### src/rtl/irq_enc_pkg.sv
// Shared types and default sizing for the interrupt request encoder.
package irq_enc_pkg;

    localparam int unsigned IN_BITS = 4;
    localparam int unsigned N       = 1 << IN_BITS;

    typedef enum logic {IDLE, OFFER} state_t;

    typedef logic [N-1:0]       req_vec_t;
    typedef logic [IN_BITS-1:0] code_t;

endpackage

### src/rtl/priority_encoder_16_4.sv
// Combinational lowest-set-bit priority encoder; out is 0 when nothing is set.
module priority_encoder_16_4 #(
    parameter int unsigned IN_BITS = 4,
    localparam int unsigned N = 1 << IN_BITS
) (
    input  logic [N-1:0]       in,
    output logic [IN_BITS-1:0] out,
    output logic               hit
);

    // Scan from the top down so the lowest set index is the last one written.
    always_comb begin
        out = '0;
        hit = |in;
        for (int i = int'(N) - 1; i >= 0; i--) begin
            if (in[i]) begin
                out = IN_BITS'(i);
            end
        end
    end

endmodule

### src/rtl/irq_priority_encoder.sv
// Sticky request capture with lowest-index-first arbitration, offered as a
// binary code over a valid/ready handshake; the accepted index is cleared.
module irq_priority_encoder #(
    parameter int unsigned IN_BITS = irq_enc_pkg::IN_BITS,
    localparam int unsigned N = 1 << IN_BITS
) (
    input  logic               clk,
    input  logic               rst_n,
    input  logic               en,
    input  logic [N-1:0]       req,
    input  logic [N-1:0]       mask,
    output logic [IN_BITS-1:0] code,
    output logic               valid,
    input  logic               ready,
    output logic [N-1:0]       pending,
    output logic               any_pend
);

    import irq_enc_pkg::state_t;
    import irq_enc_pkg::IDLE;
    import irq_enc_pkg::OFFER;

    state_t             state;
    logic               accept;
    logic [N-1:0]       clr;
    logic [N-1:0]       pending_nx;
    logic [N-1:0]       eligible;
    logic [N-1:0]       eligible_nx;
    logic [IN_BITS-1:0] winner;
    logic [IN_BITS-1:0] next_code;
    logic               win_hit;
    logic               next_hit;

    // New requests take precedence over the clear of the accepted index.
    always_comb begin
        accept = valid && ready;
        clr    = '0;
        if (accept) begin
            clr[code] = 1'b1;
        end
        pending_nx  = (pending & ~clr) | req;
        eligible    = pending & mask;
        eligible_nx = pending_nx & mask;
    end

    priority_encoder_16_4 #(.IN_BITS(IN_BITS)) u_winner (
        .in  (eligible),
        .out (winner),
        .hit (win_hit)
    );

    // Look-ahead winner lets an accept roll straight into the next offer.
    priority_encoder_16_4 #(.IN_BITS(IN_BITS)) u_next (
        .in  (eligible_nx),
        .out (next_code),
        .hit (next_hit)
    );

    always_ff @(posedge clk or negedge rst_n) begin
        if (!rst_n) begin
            state    <= IDLE;
            pending  <= '0;
            code     <= '0;
            valid    <= 1'b0;
            any_pend <= 1'b0;
        end else begin
            pending  <= pending_nx;
            any_pend <= |eligible_nx;
            case (state)
                IDLE: begin
                    if (en && win_hit) begin
                        state <= OFFER;
                        code  <= winner;
                        valid <= 1'b1;
                    end
                end
                OFFER: begin
                    if (accept) begin
                        if (en && next_hit) begin
                            code <= next_code;
                        end else begin
                            state <= IDLE;
                            valid <= 1'b0;
                        end
                    end
                end
                default: begin
                    state <= IDLE;
                    valid <= 1'b0;
                end
            endcase
        end
    end

endmodule

### config.mk
export PLATFORM = sky130hd
export DESIGN_NAME = irq_priority_encoder
export DESIGN_NICKNAME = d
export VERILOG_FILES = /design/src/rtl/irq_enc_pkg.sv /design/src/rtl/priority_encoder_16_4.sv /design/src/rtl/irq_priority_encoder.sv
export SDC_FILE = /design/constraint.sdc
export NUM_CORES = 1
export LEC_CHECK = 0
export BUFFER_PORTS_ARGS = -buffer_cell sky130_fd_sc_hd__buf_2
export CELL_PAD_IN_SITES_DETAIL_PLACEMENT = 1
export CELL_PAD_IN_SITES_GLOBAL_PLACEMENT = 1
export CORE_UTILIZATION = 41
export CTS_BUF_LIST = sky130_fd_sc_hd__clkbuf_8
export DETAILED_ROUTE_END_ITERATION = 16
export PLACE_DENSITY = 0.85
export SYNTH_ARGS = -nofsm -noshare
export SYNTH_HDL_FRONTEND = slang
export SYNTH_SLANG_ARGS = --single-unit
### constraint.sdc
create_clock -name clk -period 3.6 [get_ports clk]
set_input_delay 0 -clock clk [delete_from_list [all_inputs] [get_ports clk]]
set_output_delay 0 -clock clk [all_outputs]
set_load 0.1 [all_outputs]
==> impl_results.md <==
- Outcome: completed
- Hold WC Path Type: in2reg
- Synth top area share: a little under a third
- Die area: roughly 4700 sq um
- Slew margin rel.: between 50% and 60%
- Mapped Area: ~1800 sq um
- Share of cells above drive strength 1: ~27%
- Final HPWL DP: between 4000 and 5000 um
- DR iter-0 viols: around 110
- Row cnt: 23
- Worst Setup Start Kind: flop
- WHS: 0.200 ns
- Area grow syn2layout: 28.4%
- VDD IR max: 0.245 mV
- Antenna diodes: 0
- Seq/Total Area, Yosys: about a third
- # H-tree levels: 1
- Final Power: around 1.3 mW
- Final GP Congestion: a little under 0.9
- Crit path buf inv count: 0
- Layout net count: 328
- Worst path depth: 6
- Max cap viols: 0
- Post-DR vias/cell: 6.02
- Worst Setup End Kind: flop
- First-pass GRT wire length: between 9000 and 10,000 um
- Finished Cell Area: around 2300 sq um
- Post-synth EDFFs: 0
- Final Hold Fails: 0
- Post-CTS setup buffer count: 0
- Sum Neg Setup Slack: 0 ns
- CP required: 3.76 ns
- Port Buffers: 57
- Synth Flop Type: dfrtp_1
- Detail Route Antenna Nets: 0
- Measured slew at the worst slew-check pin: 0.674 ns
- CTS tree: done
- Max incr delay on CP: between 0.6 and 0.7 ns
- IO Count: a little under 60
- Post-DP Area: ~2100 sq um
- FMAX: ~0.35 GHz
- Residual DRC: 0
- P per Cell Area: around 560 nW/um^2
- Cell variety after synth: 49
- Vias in the first global route: approximately 2,000
- Final period utilization: around four fifths
- Hold EP: valid
- WP data arrival: 3.04 ns
- Critical path class: reg2reg
- Synth cell count leaders: nand2_1, dfrtp_1, o21ai_0
- Worst Hold Launch: ready
- Async S/R FF share, synth: 100%
- Die Y-Extent: just under 70 um
- Initial antenna violation count: 0
- Die Wd: just under 70 um
- Max-slew violation count: 0
- CP delay by family, top: simple AND/OR/NAND/NOR gates
- DR pass1 iterations: 4
- WL final: around 6200 um
- Clock skew: 0.00495 ns
- Count leader, synth: nand2_1
- Fillers: 525
- Top cells by area, synth: dfrtp_1, nand2_1, o21ai_0
- Min Tclk post-route: 2.88 ns
- Total core area: between 4000 and 5000 sq um
- Clock Sinks: 23
- Ys Warns: 0
- Hold path depth: 3
- Cells on worst reg2reg path: 6
- Cell Chain, Critical Path: nor2b_1 > a31oi_1 > nor4_2 > a41oi_2 > a21o_1 > mux2_4
- Syn Nets: 256
- FF+latch count, synth: 23
- CTS root buf: clkbuf_8
- Tot GR Track Use: between 20% and 30%
- Reg-to-reg critical path startpoint: code[1]
- Vias: 2,052
- Avg Cell Area, Syn: approximately 8.3 sq um
- Drt wl/cell: between 15 and 20 um
- Cells after Synth: 220
- Largest net degree at the start of global routing: 24
- Area leader, netlist: dfrtp_1
- Total gr overflow: 0
- Reg2Reg Setup Slack: about 0.72 ns
- Leakage: a little under 1 nW
- Worst-path maximum fanout: 11
- Setup repair after global routing missed its margin: no
- Reg-to-reg endpoint: code[1]
- TritonCTS buffer count: 3
- Final setup viols: 0
- Starting Density: roughly 44%
- Maximum clock path buffer count: 2
- Clock transition at the registers of the reported paths: roughly 0.09 ns
- CP max-delay cell: nor2b_1
- Worst skew pair latency: ~0.27 ns
[worst register-to-register path: stages, from the launching register on]
cell and delay [ns]:
dfrtp_1 0.59, nor2b_1 0.62, a31oi_1 0.28, nor4_2 0.44, a41oi_2 0.24, a21o_1 0.28, mux2_4 0.31
[layer usage]
| metal | wire [um] | global-route usage, % | share of wire, % | vias to the layer above |
|---|---|---|---|---|
| li1 | - | - | - | 973 |
| met1 | 2750 | 34.8 | 44 | 998 |
| met2 | 3070 | 51.2 | 49 | 68 |
| met3 | 274 | 2.80 | 4.4 | 13 |
| met4 | 151 | 9.44 | 2.4 | 0 |
| met5 | 0 | 0 | 0 | - |
[worst max-delay path by stage]
stage          slack (ns)    start       to
2_1_floorplan        0.74    valid  code[2]
5_1_grt              0.58  code[1]  code[1]
6_report             0.72  code[1]  code[1]
3_5_place_dp         0.79  code[1]  code[1]
4_1_cts              0.78  code[1]  code[1]
3_3_place_gp         0.98  code[1]  code[1]
[cell families after synthesis]
kind of cell	Yosys count	synth area share [%]
AND/OR/NAND/NOR	93	28.7
flip-flops	23	31.5
AO/OA/AOI/OAI	83	33.0
multiplexers	2	1.65
buffers and inverters	19	5.14
[where the power goes]
group,internal [mW],switching [mW]
registers,0.303,0.0927
logic,0.190,0.555
clock network,0.0775,0.0922
total,0.570,0.740
[registers in the layout (all words and copies together) (netlist names)]
name      flops
code          4
any_pend      1
valid         1
state         1
pending      16
[layout make-up]
type | count | area (sq um) | area share, %
multi-input combinational | 178 | 1160 | 49.3
sequential | 23 | 576 | 24.5
tap | 50 | 62.6 | 2.67
clock inverter | 1 | 5.00 | 0.213
inverter | 11 | 41.3 | 1.76
clock buffer | 3 | 41.3 | 1.76
timing repair buffer | 75 | 463 | 19.7
[per-stage QoR]
stage | util, % | std cells | setup slack [ns]
floorplan | - | 220 | 0.735
global placement | 51.4 | 320 | 0.982
detailed placement | 51.4 | 320 | 0.794
CTS | 56.6 | 341 | 0.776
global route | 56.6 | 341 | 0.575
finish | 56.6 | 341 | 0.725
[what timing repair did]
action                    in CTS  in global routing
hold endpoints to repair      39                  0
resized for setup              0                  0
hold buffers                  17                  0
[cells in the final DEF, fill, tap and decap left out, types with 5 or more instances in the layout]
cell and count:
a22oi_1 7, nand2b_1 9, a21oi_1 9, nand2_1 45
o21ai_0 22, dfrtp_1 23, nor2_1 7, nor3_1 6
dlygate4sd3_1 17, a21o_1 7, inv_1 11, buf_2 57
a31oi_1 5
(Power assumes the default switching activity.)
